===== src/rtl/btn_counter_pkg.sv =====
// rtl/btn_counter_pkg.sv - shared level constants and debounce counter sizing for the button counter
package btn_counter_pkg;

  localparam logic LVL_RELEASED = 1'b0;
  localparam logic LVL_PRESSED  = 1'b1;

  // Stability counter width: enough bits to hold DB_CYCLES, never less than one bit.
  function automatic int db_cnt_width(input int db_cycles);
    int w;
    w = $clog2(db_cycles + 1);
    return (w < 1) ? 1 : w;
  endfunction

endpackage


===== src/rtl/btn_debounce.sv =====
// rtl/btn_debounce.sv - per-button synchroniser, optional debounce filter (BTN_DEBOUNCE_EN) and press detector
module btn_debounce
  import btn_counter_pkg::*;
#(
  parameter int DB_CYCLES = 100000
) (
  input  logic clk,
  input  logic rst,
  input  logic btn_n_i,
  output logic press_o
);

  logic sync1_q;
  logic sync2_q;
  logic level;
  logic prev_q;

  // Two-flop synchroniser on the inverted (active-high) button.
  always_ff @(posedge clk) begin
    if (rst) begin
      sync1_q <= LVL_RELEASED;
      sync2_q <= LVL_RELEASED;
    end else begin
      sync1_q <= ~btn_n_i;
      sync2_q <= sync1_q;
    end
  end

`ifdef BTN_DEBOUNCE_EN
  localparam int CW = db_cnt_width(DB_CYCLES);
  localparam logic [CW-1:0] CNT_LAST = CW'(DB_CYCLES - 1);

  logic [CW-1:0] cnt_q;
  logic [CW-1:0] cnt_d;
  logic          db_q;
  logic          db_d;

  // Accept a new level only after DB_CYCLES consecutive mismatching cycles.
  always_comb begin
    cnt_d = '0;
    db_d  = db_q;
    if (sync2_q != db_q) begin
      if (cnt_q == CNT_LAST) begin
        db_d = sync2_q;
      end else begin
        cnt_d = cnt_q + 1'b1;
      end
    end
  end

  // Debounced level and stability counter registers.
  always_ff @(posedge clk) begin
    if (rst) begin
      cnt_q <= '0;
      db_q  <= LVL_RELEASED;
    end else begin
      cnt_q <= cnt_d;
      db_q  <= db_d;
    end
  end

  assign level = db_q;
`else
  // Without the filter the stability threshold has no effect.
  logic unused_db_cycles;
  assign unused_db_cycles = (DB_CYCLES > 0);
  assign level = sync2_q;
`endif

  // Remember the previous level so only the released-to-pressed transition fires.
  always_ff @(posedge clk) begin
    if (rst) begin
      prev_q <= LVL_RELEASED;
    end else begin
      prev_q <= level;
    end
  end

  assign press_o = (level == LVL_PRESSED) && (prev_q == LVL_RELEASED);

endmodule


===== src/rtl/btn_updown_counter.sv =====
// rtl/btn_updown_counter.sv - debounced up/down button counter with wrap or clamp; filter enabled by BTN_DEBOUNCE_EN
module btn_updown_counter
  import btn_counter_pkg::*;
#(
  parameter int WIDTH     = 4,
  parameter int DB_CYCLES = 100000,
  parameter int STEP      = 1,
  parameter int SATURATE  = 0
) (
  input  logic             clk,
  input  logic             rst,
  input  logic             btn_up_n,
  input  logic             btn_dn_n,
  output logic [WIDTH-1:0] count,
  output logic             limit
);

  localparam logic [WIDTH:0] STEP_W = (WIDTH + 1)'(STEP);

  logic             up_ev;
  logic             dn_ev;
  logic [WIDTH-1:0] count_q;
  logic [WIDTH-1:0] count_d;
  logic             limit_q;
  logic             limit_d;
  logic [WIDTH:0]   sum_w;
  logic [WIDTH:0]   diff_w;

  btn_debounce #(.DB_CYCLES(DB_CYCLES)) u_up (
    .clk     (clk),
    .rst     (rst),
    .btn_n_i (btn_up_n),
    .press_o (up_ev)
  );

  btn_debounce #(.DB_CYCLES(DB_CYCLES)) u_dn (
    .clk     (clk),
    .rst     (rst),
    .btn_n_i (btn_dn_n),
    .press_o (dn_ev)
  );

  // Step arithmetic: the extra top bit flags carry out (up) or borrow (down).
  always_comb begin
    sum_w   = {1'b0, count_q} + STEP_W;
    diff_w  = {1'b0, count_q} - STEP_W;
    count_d = count_q;
    limit_d = 1'b0;
    if (up_ev && !dn_ev) begin
      count_d = sum_w[WIDTH-1:0];
      if (sum_w[WIDTH]) begin
        limit_d = 1'b1;
        if (SATURATE != 0) count_d = {WIDTH{1'b1}};
      end
    end else if (dn_ev && !up_ev) begin
      count_d = diff_w[WIDTH-1:0];
      if (diff_w[WIDTH]) begin
        limit_d = 1'b1;
        if (SATURATE != 0) count_d = '0;
      end
    end
  end

  // Counter and limit pulse registers; reset wins over any event.
  always_ff @(posedge clk) begin
    if (rst) begin
      count_q <= '0;
      limit_q <= 1'b0;
    end else begin
      count_q <= count_d;
      limit_q <= limit_d;
    end
  end

  assign count = count_q;
  assign limit = limit_q;

endmodule

===== config.mk =====
export PLATFORM = sky130hd
export DESIGN_NAME = btn_updown_counter
export DESIGN_NICKNAME = d
export VERILOG_FILES = /design/src/rtl/btn_counter_pkg.sv /design/src/rtl/btn_debounce.sv /design/src/rtl/btn_updown_counter.sv
export SDC_FILE = /design/constraint.sdc
export NUM_CORES = 1
export LEC_CHECK = 0
export CORE_AREA = 2 2 39 41
export DETAILED_ROUTE_END_ITERATION = 16
export DIE_AREA = 0 0 41 43
export HOLD_SLACK_MARGIN = 0.05
export MAX_ROUTING_LAYER = met4
export PLACE_DENSITY = 0.54
export SYNTH_ARGS = -nofsm -noshare
export SYNTH_HDL_FRONTEND = slang
export SYNTH_SLANG_ARGS = --single-unit

===== constraint.sdc =====
create_clock -name clk -period 2.25 [get_ports clk]
set_input_delay 0.3375 -clock clk [delete_from_list [all_inputs] [get_ports clk]]
set_output_delay 0.3375 -clock clk [all_outputs]
set_load 0.01 [all_outputs]

==> flow_summary.toml <==
[synth]
netlist.area_leader.share_pct = 47.8
synth-simple-area-share_pct = 22.3
synth_common_cells = "11 x dfxtp_1, 5 x nor2_1, 5 x nor2b_1"
synth_edf_count = 0
synthCells = 47
synthAdderAreaFrac_pct = 10.9
synth.cell_area_um2 = 460
ys_async_sr_fraction_pct = 0
synth-seq-area-share_pct = 47.8
synth.distinct_cells = 18
synth.ff_latch_count = 11
synth_area_leaders = "dfxtp_1 48%, ha_1 11%, nor2b_1 6.8%, mux2i_1 4.3%, nor2_1 4.1%"
yosysMostFrequentCell = "dfxtp_1"
synth-xor-area-share_pct = 3.80
synth_compound_area_share_pct = 4.35
muxShareOfSynthArea_pct = 6.79
avgSynthCellArea_um2 = 9.80
synth_top_family_by_area = "simple AND/OR/NAND/NOR gates"
yosysTopAreaCell = "dfxtp_1"
ys.flop_type = "dfxtp_1"
yosysWarningCount = 0
syn-num-nets = 55

[setup_path]
rr_worst_depth = 6
regToRegEndpoint = "count[3]"
crit_chain = "nand2b_1, inv_1, ha_1, or4_1, a21oi_1, mux2_1"
worst-endpoint-required_ps = 2410
worstReg2RegStart = "u_up.prev_q"
cp-start-kind = "register"
crit_path_start = "u_up.prev_q"
critPathMaxStageDelay_ps = 410
crit_buf_inv = 1
r2r_slack_ps = 510
cp_max_fo = 6
arrival_ps = 1900
critPathCaptureType = "register"
worst_path_max_delay_cell = "or4_1"
critPathKind = "reg -> reg"
path_delay_family = "simple AND/OR/NAND/NOR gates"

[clocking]
worstSkewPairLatency_ps = 270
numCtsBuffers = 3
cts_hold_buf = 0
htreeDepth = 1
cts_num_sinks = 11
cts_resized = 0
clockBufferDepth = 2
cts-root-buf = "clkbuf_4"
post-cts-setup-buffer-count = 0
tritoncts = "yes"
cts.clk_slew.worst_paths_ps = 70

[layout]
antennaDiodeCount = 0
final_nets = 68
fillers = 147
synthToLayoutAreaGrowth_pct = 28.3
drive_above_1_share_pct = 10.2

[worst_hold_path]
min_path_type = "reg -> reg"
min_to = "u_dn.level"
min_path_cells = 1
holdCritStartpoint = "u_dn.sync1_q"

[timing]
timing.setup.tns_ps = 0
finClkSkew_ps = 2.81
fmax_mhz = 573
worst_pin_slew_ps = 176
min_period_ps = 1740
setup_viol = 0
rsz0062_at_grt = "false"
finalWorstSetupSlack_ps = 505
period_share_pct = 77.5
maxSlewHeadroom_pct = 87.9
drv_slew = 0
hold_viol = 0

[grt]
antenna_found_initial = 0
grt_pass1_vias = 300
grt_use_total_pct = 12.2
grt_pass1_wl_um = 1280
grt_max_degree = 13
overflow = 0

[power]
power_leakage_nw = 0.252
peakVddDrop_mv = 0.292
powerDensity_nw_per_um2 = 719

[floorplan]
row_count = 14
start_util_pct = 33.3
die_h_um = 43
core_um2 = 1380
dieArea_um2 = 1760
ioPinCount = 9
die_w_um = 41

[routing]
drtIter0Drc = 7
drc = 0
totalWireLength_um = 706
routedWlPerCell_um = 9.41
ant_nets = 0
drt-vias-per-instance = 4.48
vias = 336
firstDrtPassIters = 2

[status]
status = "complete, no violations"

[placed_design]
hpwl_um = 512
dp_slack_ps = 511
io_buffers = 8
globalplace.congestion = 0.668

[flow_run]
maxCapViolCount = 0
==> registers in the layout (all words and copies together) (netlist names) <==
name	cells
u_dn.sync1_q	1
u_dn.prev_q	1
u_up.level	1
u_up.prev_q	1
u_up.sync1_q	1
limit	1
u_dn.level	1
count	4
==> how the worst max path moves through the flow <==
stage                     to  slack [ps]  depth (start not counted)
floorplan           count[3]         580                          6
finish              count[3]         510                          6
CTS                 count[3]         500                          6
global route        count[3]         380                          6
global placement    count[3]         530                          6
detailed placement  count[3]         510                          6
==> worst register-to-register path, delay by kind of cell, from the launching register on <==
kind | cells | cell delay (ps)
buffers and inverters | 1 | 50
AOI/OAI and AO/OA | 1 | 170
DFF | 1 | 310
and+or+nand+nor | 2 | 530
muxes | 1 | 330
adders and majority gates | 1 | 260
==> layout make-up <==
cell class,instances,area [µm²],area share (%)
flip-flops and latches,11,220,37.3
inverters,4,15.0,2.54
repair buffers,9,87.6,14.8
well taps,16,20.0,3.39
multi-input cells,31,221,37.5
clock buffers,4,26.3,4.45
==> metrics by stage <==
step / power (mW) / area, µm² / hold WS, ps / std cells / util, %
6_report: 0.425 / 591 / 440 / 75 / 42.7
5_1_grt: 0.452 / 591 / 455 / 75 / 42.7
4_1_cts: 0.436 / 591 / 443 / 75 / 42.7
3_5_place_dp: 0.297 / 564 / 427 / 71 / 40.8
3_3_place_gp: 0.297 / 564 / 418 / 71 / 40.8
2_1_floorplan: 0.265 / 460 / 410 / 47 / -
==> layer usage <==
metal  GRT usage, %  part of all wire [%]  up-vias
met4           14.0                   2.4        0
met5              -                     0        -
li1               -                     -      180
met1           14.8                    50      150
met2           13.4                    45        4
met3           4.71                   3.0        2
==> where the power goes <==
part	internal, mW	switching (mW)	leakage (nW)
Combinational	0.0421	0.0297	0.147
Clock	0.0686	0.0650	0.0150
Sequential	0.207	0.0120	0.0903
==> cell families (layout without fill, tap and decap cells) <==
| logic type | Yosys count | count (layout) |
|---|---|---|
| muxes | 3 | 3 |
| DFF | 11 | 11 |
| AOI/OAI and AO/OA | 4 | 4 |
| adders and majority gates | 4 | 4 |
| xor gates and xnor gates | 2 | 2 |
| and+or+nand+nor | 18 | 18 |
| buffers and inverters | 5 | 17 |
==> cells in the final DEF, fill, tap and decap left out <==
master and n:
a21oi_1 3, buf_4 1, clkbuf_1 1, clkbuf_4 3
clkdlybuf4s50_1 8, dfxtp_1 11, ha_1 4, inv_1 4
mux2_1 1, mux2i_1 2, nand2_1 1, nand2b_1 2
nand4_1 2, nor2_1 5, nor2b_1 5, o21ai_0 1
or3_2 1, or4_1 1, or4_2 1, xnor2_1 1
xor2_1 1
No activity file was read; power rests on OpenSTA's default activity.
